`src/rtl/load_store_unit.sv`:
```
// ----------------------------------------------------------------------------
// load_store_unit
//
// Turns single CPU load/store requests into word-wide accesses on a simple
// synchronous memory. Sub-word stores use read-modify-write so that only the
// addressed byte or halfword lane of the memory word changes.
//
// Parameters:
//   size          byte capacity of the attached memory
//
// Ports:
//   clk           rising-edge clock for all state
//   reset         asynchronous active-high reset
//   req_valid     CPU request present
//   req_ready     unit idle; a request is accepted on req_valid && req_ready
//   req_write     1 = store, 0 = load
//   req_size      00 byte, 01 halfword, 10 word, 11 reserved
//   req_signed    sign-extend sub-word loads
//   req_addr      byte address
//   req_wdata     store data, right-justified for sub-word stores
//   resp_valid    one-cycle completion pulse
//   resp_rdata    load result; 0 for stores and faults
//   resp_fault    access rejected
//   mem_enable    memory access strobe
//   mem_write     memory write select
//   mem_address   word-aligned memory address
//   mem_data_in   memory write data
//   mem_data_out  memory read data, valid the cycle after a read strobe
// ----------------------------------------------------------------------------
module load_store_unit #(
    parameter int unsigned size = 64000
) (
    input  logic        clk,
    input  logic        reset,
    input  logic        req_valid,
    output logic        req_ready,
    input  logic        req_write,
    input  logic [1:0]  req_size,
    input  logic        req_signed,
    input  logic [31:0] req_addr,
    input  logic [31:0] req_wdata,
    output logic        resp_valid,
    output logic [31:0] resp_rdata,
    output logic        resp_fault,
    output logic        mem_enable,
    output logic        mem_write,
    output logic [31:0] mem_address,
    output logic [31:0] mem_data_in,
    input  logic [31:0] mem_data_out
);

    localparam logic [2:0] IDLE    = 3'd0;
    localparam logic [2:0] RD      = 3'd1;
    localparam logic [2:0] RD_WAIT = 3'd2;
    localparam logic [2:0] MERGE   = 3'd3;
    localparam logic [2:0] WR      = 3'd4;
    localparam logic [2:0] RESP    = 3'd5;

    localparam logic [1:0] SZ_BYTE = 2'b00;
    localparam logic [1:0] SZ_HALF = 2'b01;
    localparam logic [1:0] SZ_WORD = 2'b10;

    logic [2:0]  state_q,  state_d;
    logic        write_q,  write_d;
    logic [1:0]  size_q,   size_d;
    logic        signed_q, signed_d;
    logic [31:0] addr_q,   addr_d;
    logic [31:0] wdata_q,  wdata_d;
    logic        fault_q,  fault_d;
    // Captured memory word: read data for loads, write data for stores.
    logic [31:0] word_q,   word_d;

    logic        accept;
    logic        req_fault;
    logic [32:0] req_last_byte;
    logic [7:0]  ld_byte;
    logic [15:0] ld_half;
    logic [31:0] ld_data;
    logic [31:0] merged;

    assign accept = req_valid && (state_q == IDLE);

    // Bounds check uses the aligned word so a sub-word access to the last
    // partial word is also rejected; 33 bits keep the sum from wrapping.
    assign req_last_byte = {1'b0, req_addr[31:2], 2'b00} + 33'd3;

    always_comb begin
        req_fault = 1'b0;
        unique case (req_size)
            SZ_BYTE: req_fault = 1'b0;
            SZ_HALF: req_fault = req_addr[0];
            SZ_WORD: req_fault = |req_addr[1:0];
            default: req_fault = 1'b1;
        endcase
        if (req_last_byte >= {1'b0, size}) begin
            req_fault = 1'b1;
        end
    end

    // Load lane extraction from the captured word (little-endian lanes).
    always_comb begin
        ld_byte = 8'h00;
        unique case (addr_q[1:0])
            2'd0: ld_byte = word_q[7:0];
            2'd1: ld_byte = word_q[15:8];
            2'd2: ld_byte = word_q[23:16];
            default: ld_byte = word_q[31:24];
        endcase
        ld_half = addr_q[1] ? word_q[31:16] : word_q[15:0];

        ld_data = word_q;
        if (size_q == SZ_BYTE) begin
            ld_data = {{24{signed_q & ld_byte[7]}}, ld_byte};
        end else if (size_q == SZ_HALF) begin
            ld_data = {{16{signed_q & ld_half[15]}}, ld_half};
        end
    end

    // Lane merge for sub-word stores: only the addressed lane is replaced.
    always_comb begin
        merged = mem_data_out;
        if (size_q == SZ_BYTE) begin
            unique case (addr_q[1:0])
                2'd0: merged[7:0]   = wdata_q[7:0];
                2'd1: merged[15:8]  = wdata_q[7:0];
                2'd2: merged[23:16] = wdata_q[7:0];
                default: merged[31:24] = wdata_q[7:0];
            endcase
        end else begin
            if (addr_q[1]) begin
                merged[31:16] = wdata_q[15:0];
            end else begin
                merged[15:0] = wdata_q[15:0];
            end
        end
    end

    // Next-state and request latching.
    always_comb begin
        state_d  = state_q;
        write_d  = write_q;
        size_d   = size_q;
        signed_d = signed_q;
        addr_d   = addr_q;
        wdata_d  = wdata_q;
        fault_d  = fault_q;
        word_d   = word_q;

        unique case (state_q)
            IDLE: begin
                if (accept) begin
                    write_d  = req_write;
                    size_d   = req_size;
                    signed_d = req_signed;
                    addr_d   = req_addr;
                    wdata_d  = req_wdata;
                    fault_d  = req_fault;
                    word_d   = 32'h0;
                    if (req_fault) begin
                        state_d = RESP;
                    end else if (req_write && (req_size == SZ_WORD)) begin
                        // Full-word store needs no read: data goes straight out.
                        word_d  = req_wdata;
                        state_d = WR;
                    end else begin
                        state_d = RD;
                    end
                end
            end
            RD: begin
                state_d = write_q ? MERGE : RD_WAIT;
            end
            RD_WAIT: begin
                word_d  = mem_data_out;
                state_d = RESP;
            end
            MERGE: begin
                word_d  = merged;
                state_d = WR;
            end
            WR: begin
                state_d = RESP;
            end
            RESP: begin
                state_d = IDLE;
            end
            default: begin
                state_d = IDLE;
            end
        endcase
    end

    always_ff @(posedge clk or posedge reset) begin
        if (reset) begin
            state_q  <= IDLE;
            write_q  <= 1'b0;
            size_q   <= 2'b00;
            signed_q <= 1'b0;
            addr_q   <= 32'h0;
            wdata_q  <= 32'h0;
            fault_q  <= 1'b0;
            word_q   <= 32'h0;
        end else begin
            state_q  <= state_d;
            write_q  <= write_d;
            size_q   <= size_d;
            signed_q <= signed_d;
            addr_q   <= addr_d;
            wdata_q  <= wdata_d;
            fault_q  <= fault_d;
            word_q   <= word_d;
        end
    end

    // Outputs decode purely from state, so reset clears them immediately.
    always_comb begin
        req_ready   = (state_q == IDLE);
        resp_valid  = (state_q == RESP);
        resp_fault  = (state_q == RESP) && fault_q;
        resp_rdata  = 32'h0;
        if ((state_q == RESP) && !fault_q && !write_q) begin
            resp_rdata = ld_data;
        end
        mem_enable  = (state_q == RD) || (state_q == WR);
        mem_write   = (state_q == WR);
        mem_address = mem_enable ? {addr_q[31:2], 2'b00} : 32'h0;
        mem_data_in = (state_q == WR) ? word_q : 32'h0;
    end

endmodule
```
`config.mk`:
```
export PLATFORM = sky130hd
export DESIGN_NAME = load_store_unit
export DESIGN_NICKNAME = d
export VERILOG_FILES = /design/src/rtl/load_store_unit.sv
export SDC_FILE = /design/constraint.sdc
export NUM_CORES = 1
export LEC_CHECK = 0
export CAP_MARGIN = 20
export CORE_MARGIN = 2
export CORE_UTILIZATION = 48
export CTS_BUF_LIST = sky130_fd_sc_hd__clkbuf_2
export CTS_CLUSTER_SIZE = 12
export DETAILED_ROUTE_END_ITERATION = 7
export PLACE_DENSITY = 0.84
export SLEW_MARGIN = 20
export SYNTH_ARGS = -nofsm -noshare
export SYNTH_HDL_FRONTEND = slang
export SYNTH_SLANG_ARGS = --single-unit
export TNS_END_PERCENT = 30
```
`constraint.sdc`:
```
create_clock -name clk -period 4.1 [get_ports clk]
set_input_delay 0.82 -clock clk [delete_from_list [all_inputs] [get_ports clk]]
set_output_delay 0.82 -clock clk [all_outputs]
set_load 0.005 [all_outputs]
```
# Word-level counts from Yosys, hierarchy flattened

Index checks and enable logic that the tools add are counted.

Flip-flop bits (word level): 88
Input port bits: 103
Output and inout bits: 101
Word-level logic and storage cells: 66

$add $sub $neg: 1
$lt $le $gt $ge: 1
Eq/ne operators: 11
Muxes and demuxes: 25
Bitwise gates (word level): 2
Reduce and logical (&&, ||, !) cells: 18

Operators by type and width:

| kind                                                                                  | count |
|---|---|
| 32-bit two-way mux                                                                    | 9 |
| 32-bit one-hot mux with 3 select lines                                                | 1 |
| 16-bit two-way mux                                                                    | 3 |
| 32-bit by 2-bit adder with 33-bit output, second input constant                       | 1 |
| 33-bit by 16-bit greater-or-equal comparator with 1-bit output, second input constant | 1 |
| 8-bit two-way mux                                                                     | 4 |
| 8-bit one-hot mux with 3 select lines                                                 | 1 |
| 3-bit one-hot mux with 4 select lines                                                 | 1 |
| 3-bit two-way mux                                                                     | 3 |
| 2-bit by 1-bit == test with 1-bit output, second input constant                       | 3 |
| 3-bit by 2-bit == test with 1-bit output, second input constant                       | 2 |
| 3-bit == test, second input constant                                                  | 2 |
| 2-bit zero test                                                                       | 3 |
| 1-bit logical AND                                                                     | 5 |
| 2-bit == test, second input constant                                                  | 2 |
| 2-bit AND reduction                                                                   | 2 |
| 2-bit OR reduction                                                                    | 2 |
| 3-bit by 1-bit == test with 1-bit output, second input constant                       | 1 |
| 3-bit zero test                                                                       | 1 |
| 1-bit one-hot mux with 3 select lines                                                 | 1 |
| 3-bit nonzero test                                                                    | 1 |
| 3-bit OR reduction                                                                    | 1 |
| 1-bit AND                                                                             | 2 |
| 1-bit zero test                                                                       | 2 |
| other kinds (3)                                                                       | 4 |

# Depth between registers and ports, before layout

Gate-level depths: netlist of run 1.

Word-level depth: 6
Depth in mapped cells: 8
Gate-level depth less buffers: 5

# Least setup slack after synthesis of run 1

Ideal clock, no wire load.

Kind: register to output
From: reg addr_q[0]
To: out resp_rdata[21]
Arrival time: 1.469 ns
Required time: 3.280 ns
Setup slack: 1.811 ns
Stages on the path, launching flop included: 7
Buffers on the path: 2
Path through: dfrtp_1 -> buf_4 -> mux4_2 -> a21o_1 -> nand3_2 -> buf_4 -> a21oi_1

Longest elaborated chain between the ends: 5
Elaborated cells between the ends (all ways): 7
Classes of those cells: eq/ne: 2; mux: 3; bitwise: 1; reduce/logical: 1

Ends and longest elaborated chain:

| item                                        | line | source |
|---|---|---|
| from (decl)                                 | 67   | `logic [31:0] addr_q, addr_d;` |
| from (signal assigned)                      | 208  | `addr_q <= addr_d;` |
| 2-bit == test, or another cell as far along | 103  | `unique case (addr_q[1:0])` |
| 8-bit one-hot mux with 3 select lines *     | 103  |  |
| 1-bit AND *                                 | 113  | `ld_data = {{24{signed_q & ld_byte[7]}}, ld_byte};` |
| 32-bit two-way mux *                        | 112  | `if (size_q == SZ_BYTE) begin` |
| 32-bit two-way mux *                        | 221  | `if ((state_q == RESP) && !fault_q && !write_q) begin` |
| to (decl)                                   | 43   | `output logic [31:0] resp_rdata,` |

Mark *: on every way between the ends. The rest lies on a longest branch, timed or not.

# Worst setup path in the final report of run 1

From: reg size_q[1]
To: out resp_rdata[0]

Longest elaborated chain between the ends: 4
Elaborated cells between the ends (all ways): 5
Classes of those cells: eq/ne: 1; mux: 3; reduce/logical: 1

Ends and longest elaborated chain:

| item                                     | line | source |
|---|---|---|
| from (decl)                              | 65   | `logic [1:0] size_q, size_d;` |
| from (signal assigned)                   | 206  | `size_q <= size_d;` |
| 2-bit by 1-bit == test with 1-bit output | 114  | `end else if (size_q == SZ_HALF) begin` |
| 32-bit two-way mux                       | 114  |  |
| 32-bit two-way mux *                     | 112  |  |
| 32-bit two-way mux *                     | 221  |  |

Marked as above.

==> impl_results.md, run 1 <==
- Vias in the first global route: 5,751
- Share of cells above drive strength 1: 13.1%
- Setup Viol. Count Final: 0
- Hold Slack: 0.504 ns
- Root buffer cell: clkbuf_2
- Rows: 40
- Die height: 116 um
- Routed WL: 19,900 um
- Least-Margin Pin Slew: 0.872 ns
- Die ar.: 13,400 um2
- Clock Skew: 0.0299 ns
- Routed via count: 5,821
- Nets: 907
- Unrepaired setup endpoints after global routing: false
- Pleak: 3.18 nW
- Tmin final: 3.84 ns
- All-Layer GR Usage: 30.2%
- Grt total ovfl: 0
- ANT nets after route: 0
- CP max FO: 16
- Synth warn: 0
- Top post-synthesis cells by area: dfrtp_1 37%, mux2_2 7.1%, o22a_1 4.7%, nor2b_1 3.4%, a21oi_1 3.4%
- Clock Tree Buf Depth: 2
- Setup TNS Final: 0 ns
- Initial Utilization: 49.5%
- Via/cell ratio: 5.97
- Pwr/cell area: 662 nW/um2
- Total CTS buffers: 9
- Leading area contributor after synthesis: dfrtp_1
- CP delay by family, top: buffers and inverters
- Register area share after synthesis: 36.7%
- PortBufs: 201
- Final Hold Viols: 0
- Final worst path period share: 93.8%
- Worst r2r src: state_q[2]
- H-tree level count: 3
- Sink Count: 88
- Max Fclk: 260 MHz
- Pwr Total: 5.36 mW
- Area Growth Syn to Fin: 35.1%
- Max-cap violations: 0
- FFs w/ async S/R, synth: 100%
- Hold Crit Class: flop to flop
- Crit end category: primary output
- Clock transition at path regs: 0.23 ns
- Setup crit start kind: flop
- Slew Viols, Final: 0
- Post-Synthesis Cells: 638
- Synth unique cells: 57
- Ant diodes: 0
- Worst skew pair latency: 0.56 ns
- Die X-Extent: 116 um
- CP startpoint: size_q[1]
- 1st-pass router iterations: 5
- Run status: finished, final reports clean
- Share of the synthesized area in the top cell type: 36.7%
- Avg WL per Cell: 20.4 um
- Cell Area, Synth: 5990 um2
- Top-Level Pins: 204
- Worst Path Buf+Inv: 2
- Setup bufs post-CTS: 0
- Cell Chain, Critical Path: inv_2 -> nand2_1 -> o22ai_1 -> a211oi_1 -> clkdlybuf4s50_1
- Arr. time, crit path: 3.02 ns
- Most common cell after layout, fill and taps aside: clkdlybuf4s50_1
- DRC viols: 0
- Worst EP required: 3.28 ns
- Post-synth EDFFs: 0
- CTS-repair resized insts: 0
- CP peak stage delay: 0.64 ns
- Slew margin rel.: 41.8%
- Seq cells post-synth: 88
- CP Class: flop to primary output
- Core Footprint: 12,100 um2
- HPWL after DPL: 15,000 um
- Hold_sp: addr_q[17]
- CP max-delay cell: dfrtp_1
- Top_reg_cell synth: dfrtp_1
- Global-route wire length before repair: 31,100 um
- Routability cong.: 0.901
- VDD IR-drop max: 0.354 mV
- CTS tree: yes
- Mean Syn Cell Area: 9.39 um2
- Pin count of the biggest net entering global routing: 37
- Initial antenna violation count: 0
- Initial DRC Count: 479
- Most frequent cells in the layout: 201 x clkdlybuf4s50_1, 86 x dfrtp_1, 48 x nand2_1
- Hold-fix buffers at CTS: 0
## per-stage QoR
| stage | util [%] | worst slack, ns | std cells | instance area, um2 |
|---|---|---|---|---|
| floorplan | - | 1.00 | 639 | 6000 |
| global placement | 66.2 | 0.831 | 961 | 8010 |
| detailed placement | 66.2 | 0.769 | 961 | 8010 |
| global route | 66.9 | 0.00723 | 975 | 8100 |
| finish | 66.9 | 0.255 | 975 | 8100 |
| CTS | 66.8 | 0.102 | 975 | 8090 |
## worst paths after layout
check / to / slack [ns] / cells past startpoint
worst min-delay path: addr_q[17] / 0.50 / 1
worst min register to register: addr_q[17] / 0.50 / 1
worst max register to register: word_q[21] / 1.65 / 4
min in group asynchronous: word_q[15] / 0.60 / 2
worst max-delay path: resp_rdata[0] / 0.26 / 5
max in group asynchronous: addr_q[30] / 2.69 / 3
## synthesized netlist by cell type (5+ instances only)
| master | n |
|---|---|
| buf_6 | 8 |
| and3_1 | 9 |
| o311ai_1 | 13 |
| a21oi_1 | 41 |
| mux2_2 | 38 |
| o22ai_1 | 17 |
| nor3_1 | 17 |
| mux2i_1 | 17 |
| o41ai_2 | 11 |
| a221oi_1 | 8 |
| nand3_1 | 17 |
| o21ai_0 | 13 |
| mux4_2 | 8 |
| a211oi_1 | 8 |
| buf_2 | 27 |
| inv_1 | 47 |
| or4b_1 | 7 |
| mux2_1 | 10 |
| o21bai_1 | 8 |
| nor2b_1 | 33 |
| dfrtp_1 | 88 |
| nor2_1 | 45 |
| o22a_1 | 32 |
| buf_4 | 7 |
| nand2_1 | 48 |
| clkbuf_1 | 15 |
| o41ai_1 | 5 |
## layer usage
| layer | track usage [%] | routed length (um) |
|---|---|---|
| met2 | 49.5 | 9230 |
| met3 | 5.49 | 1820 |
| met1 | 40.4 | 8170 |
| met4 | 10.6 | 639 |
| met5 | 0 | 0 |
## sequential cells by signal, indices dropped and copies added, names as in the netlist
| register | count |
|---|---|
| signed_q | 1 |
| wdata_q | 16 |
| state_q | 3 |
| addr_q | 32 |
| word_q | 32 |
| fault_q | 1 |
| write_q | 1 |
| size_q | 2 |
## report_power, final
group / total [mW] / leakage [nW] / switching [mW] / internal, mW
Sequential: 1.85 / 1.04 / 0.539 / 1.31
Combinational: 3.15 / 2.08 / 1.49 / 1.66
Clock: 0.362 / 0.0531 / 0.288 / 0.0733
## cells by family after synthesis
group	count (synthesis)	synth area share, %
other	1	0.0626
buffers and inverters	109	8.85
multiplexers	73	14.9
AO/OA/AOI/OAI	169	21.8
flip-flops	88	36.7
AND/OR/NAND/NOR	198	17.6
## layout make-up
cell class	instances	area [um2]
Fill cell	971	4010
Multi-Input combinational cell	442	3290
Sequential cell	88	2200
Timing Repair Buffer	214	2130
Tap cell	168	210
Inverter	49	185
Clock buffer	10	50.0
Clock inverter	4	21.3
(Power assumes the default switching activity.)
==> run 2, diff against run 1 <==
- TNS_END_PERCENT: 30 -> 100
==> results of run 2 <==
No change in the layout: final DEF, timing and power equal those of run 1.
